$ cat config.mk
export PLATFORM = sky130hd
export DESIGN_NAME = led_pattern_sequencer
export DESIGN_NICKNAME = d
export VERILOG_FILES = /design/src/rtl/led_pattern_sequencer_pkg.sv /design/src/rtl/led_pattern_sequencer_debounce.sv /design/src/rtl/led_pattern_sequencer.sv
export SDC_FILE = /design/constraint.sdc
export NUM_CORES = 1
export LEC_CHECK = 0
export ABC_CLOCK_PERIOD_IN_PS = 3370
export CAP_MARGIN = 20
export CORE_MARGIN = 10
export CORE_UTILIZATION = 50
export CTS_CLUSTER_SIZE = 20
export DETAILED_ROUTE_END_ITERATION = 10
export PLACE_DENSITY = 0.67
export REMOVE_ABC_BUFFERS = 1
export SLEW_MARGIN = 10
export SYNTH_ARGS = -nofsm -noshare
export SYNTH_HDL_FRONTEND = slang
export SYNTH_HIERARCHICAL = 1
export SYNTH_SLANG_ARGS = --single-unit
$ cat constraint.sdc
create_clock -name clk -period 3.37 [get_ports clk]
set_input_delay 0.337 -clock clk [delete_from_list [all_inputs] [get_ports clk]]
set_output_delay 0.337 -clock clk [all_outputs]
set_load 0.01 [all_outputs]
$ cat src/rtl/led_pattern_sequencer_pkg.sv
// Shared types and helpers for the LED pattern sequencer.
package led_seq_pkg;

    typedef enum logic [1:0] {
        STOP  = 2'd0,
        ROT_L = 2'd1,
        ROT_R = 2'd2,
        BLINK = 2'd3
    } led_mode_t;

    // Power-on pattern: every LED dark except bit 0 (active-low drive).
    function automatic logic [31:0] seed(input int unsigned led_w);
        return (32'hFFFF_FFFF >> (32 - led_w)) & ~32'd1;
    endfunction

    function automatic led_mode_t next_mode(input led_mode_t m);
        return led_mode_t'(m + 2'd1);
    endfunction

endpackage

$ cat src/rtl/led_pattern_sequencer_debounce.sv
// Two-flop synchronizer plus stability counter for one active-low button.
module button_debounce #(
    parameter int unsigned CYCLES = 270_000
) (
    input  logic clk,
    input  logic rst_n,
    input  logic btn_n,
    output logic level,
    output logic press
);

    logic [1:0]  sync;
    logic [31:0] cnt;
    logic        differ;
    logic        accept;

    assign differ = (sync[1] != level);
    assign accept = differ && (cnt == 32'(CYCLES - 1));
    // Pulse in the cycle the new low level is being accepted.
    assign press  = accept && !sync[1];

    always_ff @(posedge clk) begin
        if (!rst_n) begin
            sync  <= 2'b11;
            level <= 1'b1;
            cnt   <= '0;
        end else begin
            sync <= {sync[0], btn_n};
            if (!differ) begin
                cnt <= '0;
            end else if (accept) begin
                level <= sync[1];
                cnt   <= '0;
            end else begin
                cnt <= cnt + 32'd1;
            end
        end
    end

endmodule

$ cat src/rtl/led_pattern_sequencer.sv
// Button-driven LED pattern sequencer: mode FSM, speed select, step timer and LED shifter.
module led_pattern_sequencer
    import led_seq_pkg::*;
#(
    parameter int unsigned LED_W           = 3,
    parameter int unsigned STEP_CYCLES     = 13_500_000,
    parameter int unsigned DEBOUNCE_CYCLES = 270_000
) (
    input  logic             clk,
    input  logic             rst_n,
    input  logic             button_0,
    input  logic             button_1,
    output logic [LED_W-1:0] led,
    output logic [1:0]       mode,
    output logic             step_pulse
);

    localparam logic [LED_W-1:0] SEED = LED_W'(seed(LED_W));

    led_mode_t        mode_q;
    logic [1:0]       speed;
    logic [31:0]      cnt;
    logic [31:0]      period;
    logic             tick;
    logic             mode_press;
    logic             speed_press;
    logic             lvl0;
    logic             lvl1;
    logic             unused_levels;
    logic [LED_W-1:0] led_step;
    logic [LED_W-1:0] led_load;

    button_debounce #(.CYCLES(DEBOUNCE_CYCLES)) u_deb_mode (
        .clk   (clk),
        .rst_n (rst_n),
        .btn_n (button_0),
        .level (lvl0),
        .press (mode_press)
    );

    button_debounce #(.CYCLES(DEBOUNCE_CYCLES)) u_deb_speed (
        .clk   (clk),
        .rst_n (rst_n),
        .btn_n (button_1),
        .level (lvl1),
        .press (speed_press)
    );

    // Only the press events matter here; accepted levels are left unused.
    assign unused_levels = lvl0 ^ lvl1;

    assign period = 32'(STEP_CYCLES) >> speed;
    assign tick   = (mode_q != STOP) && (cnt == period - 32'd1);
    assign mode   = mode_q;

    always_comb begin
        led_step = led;
        case (mode_q)
            ROT_L:   led_step = {led[LED_W-2:0], led[LED_W-1]};
            ROT_R:   led_step = {led[0], led[LED_W-1:1]};
            BLINK:   led_step = ~led;
            default: led_step = led;
        endcase
    end

    always_comb begin
        led_load = led;
        case (mode_q)
            ROT_R:   led_load = '0;
            BLINK:   led_load = SEED;
            default: led_load = led;
        endcase
    end

    // A press always wins over a coincident tick and restarts the step timer.
    always_ff @(posedge clk) begin
        if (!rst_n) begin
            mode_q     <= STOP;
            speed      <= 2'd0;
            cnt        <= '0;
            led        <= SEED;
            step_pulse <= 1'b0;
        end else begin
            step_pulse <= 1'b0;
            if (mode_press || speed_press) begin
                cnt <= '0;
                if (mode_press) begin
                    mode_q <= next_mode(mode_q);
                    led    <= led_load;
                end
                if (speed_press) begin
                    speed <= speed + 2'd1;
                end
            end else if (mode_q == STOP) begin
                cnt <= '0;
            end else if (tick) begin
                cnt        <= '0;
                led        <= led_step;
                step_pulse <= 1'b1;
            end else begin
                cnt <= cnt + 32'd1;
            end
        end
    end

endmodule

==> implementation parameters <==
Parameter                              Value

Status
  Run status    finished, final reports clean

Yosys
  Number of distinct standard cells referenced by the synthesized netlist    54
  Cell count after synthesis    approximately 670
  EDFF count, synth    0
  Proportion of register bits with asynchronous set or reset after synthesis    0
  Part of the Yosys area used for sequential elements    0.3605
  Syn Area/Cell    9.186 um2
  Number of storage elements in the synthesis netlist    110
  Cell area after technology mapping    6108 um2
  Primary flip-flop cell chosen by synthesis mapping    sky130_fd_sc_hd__dfxtp_1
  YS warnings    6

CTS
  Root Buffer Master    sky130_fd_sc_hd__clkbuf_16
  Clock Pin Slew Worst Setup and Hold Paths    about 0.070 ns
  H-tree depth    3
  TritonCTS sink count    110
  Number of buffers inserted during clock tree synthesis    9
  CTS tree    yes
  Count of cells resized by post-cts repair    0
  Post-CTS Setup Repair Bufs    0
  Worst-Skew Late Latency    0.35 ns
  Largest buffer count on any clock path    2
  Number of buffers added to fix hold violations after cts    0

STA
  Period minus WS final    2.971 ns
  Number of hold violations in the final report    0
  Share of the cycle needed by the critical path after routing    0.8815
  Setup repair after global routing missed its margin    false
  Worst setup skew after layout    0.008282 ns
  Least-Margin Pin Slew    0.9218 ns
  Setup violation total in the final timing report    0
  Timing-limited maximum frequency    about 340 MHz
  Fin Hold WS    0.4078 ns
  Final Max Slew Viols    0
  Slew Limit Headroom    0.3832
  Setup TNS Final    0 ns

Global routing
  Global-route wire length before repair    between 20 and 25 mm
  Grt ovf    0
  Number of antenna violations at the first check in global routing    0
  Vias in the first global route    4,490
  GRT Util Overall    0.1524
  Maximum number of pins on one net before global-route repair    34

Drt
  Avg WL per Cell    approximately 15 um
  DRC violation total after the first TritonRoute iteration    287
  Via-to-Cell Ratio    5.876
  Remaining routing DRC violations    0
  Vias    4,748
  1st-pass router iterations    4
  Post-route ant nets    0
  Total wire length after detailed routing    12.37 mm

Worst setup path
  CP required    3.65 ns
  Worst endpoint data arrival time    3.25 ns
  Kind of cell with the highest combined delay on the critical path    flip-flops
  Sum of buffers and inverters on the critical path    2
  Category of the worst setup path capture point    flip-flop
  Worst-path fanout max    33
  Startpoint-to-endpoint class of the critical path    reg2reg
  Max stage delay cell, worst path    sky130_fd_sc_hd__dfxtp_1
  Startpoint class of the critical path    flip-flop
  List of cells traversed by the critical path    inv_1, ha_1, xnor3_1, o22ai_1, nand3_1, a2111oi_4, buf_12, nor2b_1
  Largest stage delay on the critical path    0.63 ns

Final layout
  Area growth, synth to finish    6.780%
  Diodes inserted    0
  Total number of nets in the final design    675
  Filler Cell Count    1,104
  Fraction of final layout cells with drive strength greater than 1    0.1256
  Most frequent standard cell in the layout excluding fill and tap cells    sky130_fd_sc_hd__dfxtp_1
  Commonest cells after routing, fill and taps aside    sky130_fd_sc_hd__dfxtp_1 (110), sky130_fd_sc_hd__xor2_1 (48), sky130_fd_sc_hd__nor2_1 (40), sky130_fd_sc_hd__nand4_1 (36), sky130_fd_sc_hd__nand2_1 (35)

Floorplanning
  Std cell rows    40
  Die width    130.5 um
  Floorplan die height    130.5 um
  Ports placed on the boundary    10
  Starting utilization of the core area    0.5085
  Die Footprint    17,040 um2
  Core ar.    12,010 um2

Placed design
  Placed wire-length estimate    just under 9 mm
  Port Buffer Count    9
  Routability congestion estimate    0.8479

Power
  Final Power    around 2300 uW
  Leakage power    just over 0.002 uW
  Pwr/cell area    roughly 360 nW/um2
  Worst vdd rail ir drop    approximately 0.23 mV

Flow run
  Count of maximum capacitance violations    0

Min path
  Tightest Hold Check Type    reg2reg
==> flip-flops by register name, indices dropped and copies added (netlist names) <==
register and flops:
u_deb_mode/level 1, speed 2, led 3, step_pulse 1, u_deb_speed/sync 2, u_deb_mode/cnt 32, mode 2, u_deb_speed/cnt 32
u_deb_mode/sync 2, cnt 32, u_deb_speed/level 1
==> final timing paths <==
check,startpoint,slack [ns],endpoint,cells after the start
setup / recovery,speed[1]$_SDFFE_PN0P_,0.40,step_pulse$_SDFF_PP0_,8
hold / removal,u_deb_mode/sync[0]$_SDFF_PN1_,0.41,u_deb_mode/sync[1]$_SDFF_PN1_,1
setup reg to reg,speed[1]$_SDFFE_PN0P_,0.40,step_pulse$_SDFF_PP0_,8
hold reg to reg,u_deb_mode/sync[0]$_SDFF_PN1_,0.41,u_deb_mode/sync[1]$_SDFF_PN1_,1
==> worst reg2reg max path: stages, from the launching register on <==
cell and delay (ns):
sky130_fd_sc_hd__dfxtp_1 0.63, sky130_fd_sc_hd__inv_1 0.18, sky130_fd_sc_hd__ha_1 0.47, sky130_fd_sc_hd__xnor3_1 0.44
sky130_fd_sc_hd__o22ai_1 0.21, sky130_fd_sc_hd__nand3_1 0.16, sky130_fd_sc_hd__a2111oi_4 0.36, sky130_fd_sc_hd__buf_12 0.28
sky130_fd_sc_hd__nor2b_1 0.17
==> Yosys cell counts (all sizes together) (3+ instances only) <==
master / n / area [um2]
nor4: 13 / 81.33
nor3b: 3 / 22.52
xor2: 48 / 420.4
and2: 14 / 87.58
and3: 10 / 65.06
nand2b: 9 / 56.30
o31ai: 20 / 150.1
nand3b: 4 / 30.03
nor3: 40 / 350.3
o311ai: 3 / 26.28
or3: 13 / 81.33
ha: 14 / 175.2
or4: 18 / 150.1
o21ai: 23 / 115.1
clkbuf: 11 / 41.29
dfxtp: 110 / 2202
mux2i: 7 / 70.07
nand2: 35 / 131.4
and4: 15 / 136.4
a21oi: 35 / 193.9
nor2b: 6 / 37.54
buf: 29 / 219.0
xnor2: 23 / 201.4
or4b: 3 / 30.03
nor2: 40 / 150.1
nand4: 44 / 360.3
nand3: 31 / 155.2
inv: 13 / 48.80
nor4b: 9 / 78.83
==> stage by stage <==
stage,area (um2),utilization,std cells,setup WS [ns]
6_report,6523,0.5430,808,0.3992
5_1_grt,6523,0.5430,808,0.1152
4_1_cts,6523,0.5430,808,0.3914
3_5_place_dp,6238,0.5194,793,0.4373
3_3_place_gp,6238,0.5194,793,0.5738
2_1_floorplan,5848,-,625,-0.3326
==> layer usage <==
metal / vias up / global-route usage / part of all wire / routed length (um)
li1: 2423 / - / - / -
met1: 2272 / 0.1897 / 0.48 / 5887
met2: 47 / 0.2578 / 0.50 / 6175
met3: 6 / 0.03666 / 0.018 / 218
met4: 0 / 0.04055 / 0.0071 / 88
met5: - / 0 / 0 / 0
==> cell families after synthesis <==
logic type,synth area share
AO/OA/AOI/OAI,0.1090
XOR/XNOR,0.1055
adder cells (fa/ha/maj),0.02868
buffers and inverters,0.05059
flip-flops,0.3605
multiplexers,0.01147
AND/OR/NAND/NOR,0.3343
==> cell type report <==
class,count,area [um2],share of cell area
Clock inverter,4,31.28,0.004796
Multi-Input combinational cell,502,3611,0.5536
Sequential cell,110,2202,0.3376
Inverter,13,48.80,0.007481
Timing Repair Buffer,21,192.7,0.02954
Clock buffer,11,252.7,0.03875
Tap cell,147,183.9,0.02820
==> report_power, final <==
group / switching (uW) / internal [uW] / total, uW
Clock: 469 / 540 / 1010
Sequential: 1.77 / 1300 / 1300
Combinational: 11.6 / 8.26 / 19.8
Total: 482 / 1850 / 2330
(Power assumes the default switching activity.)
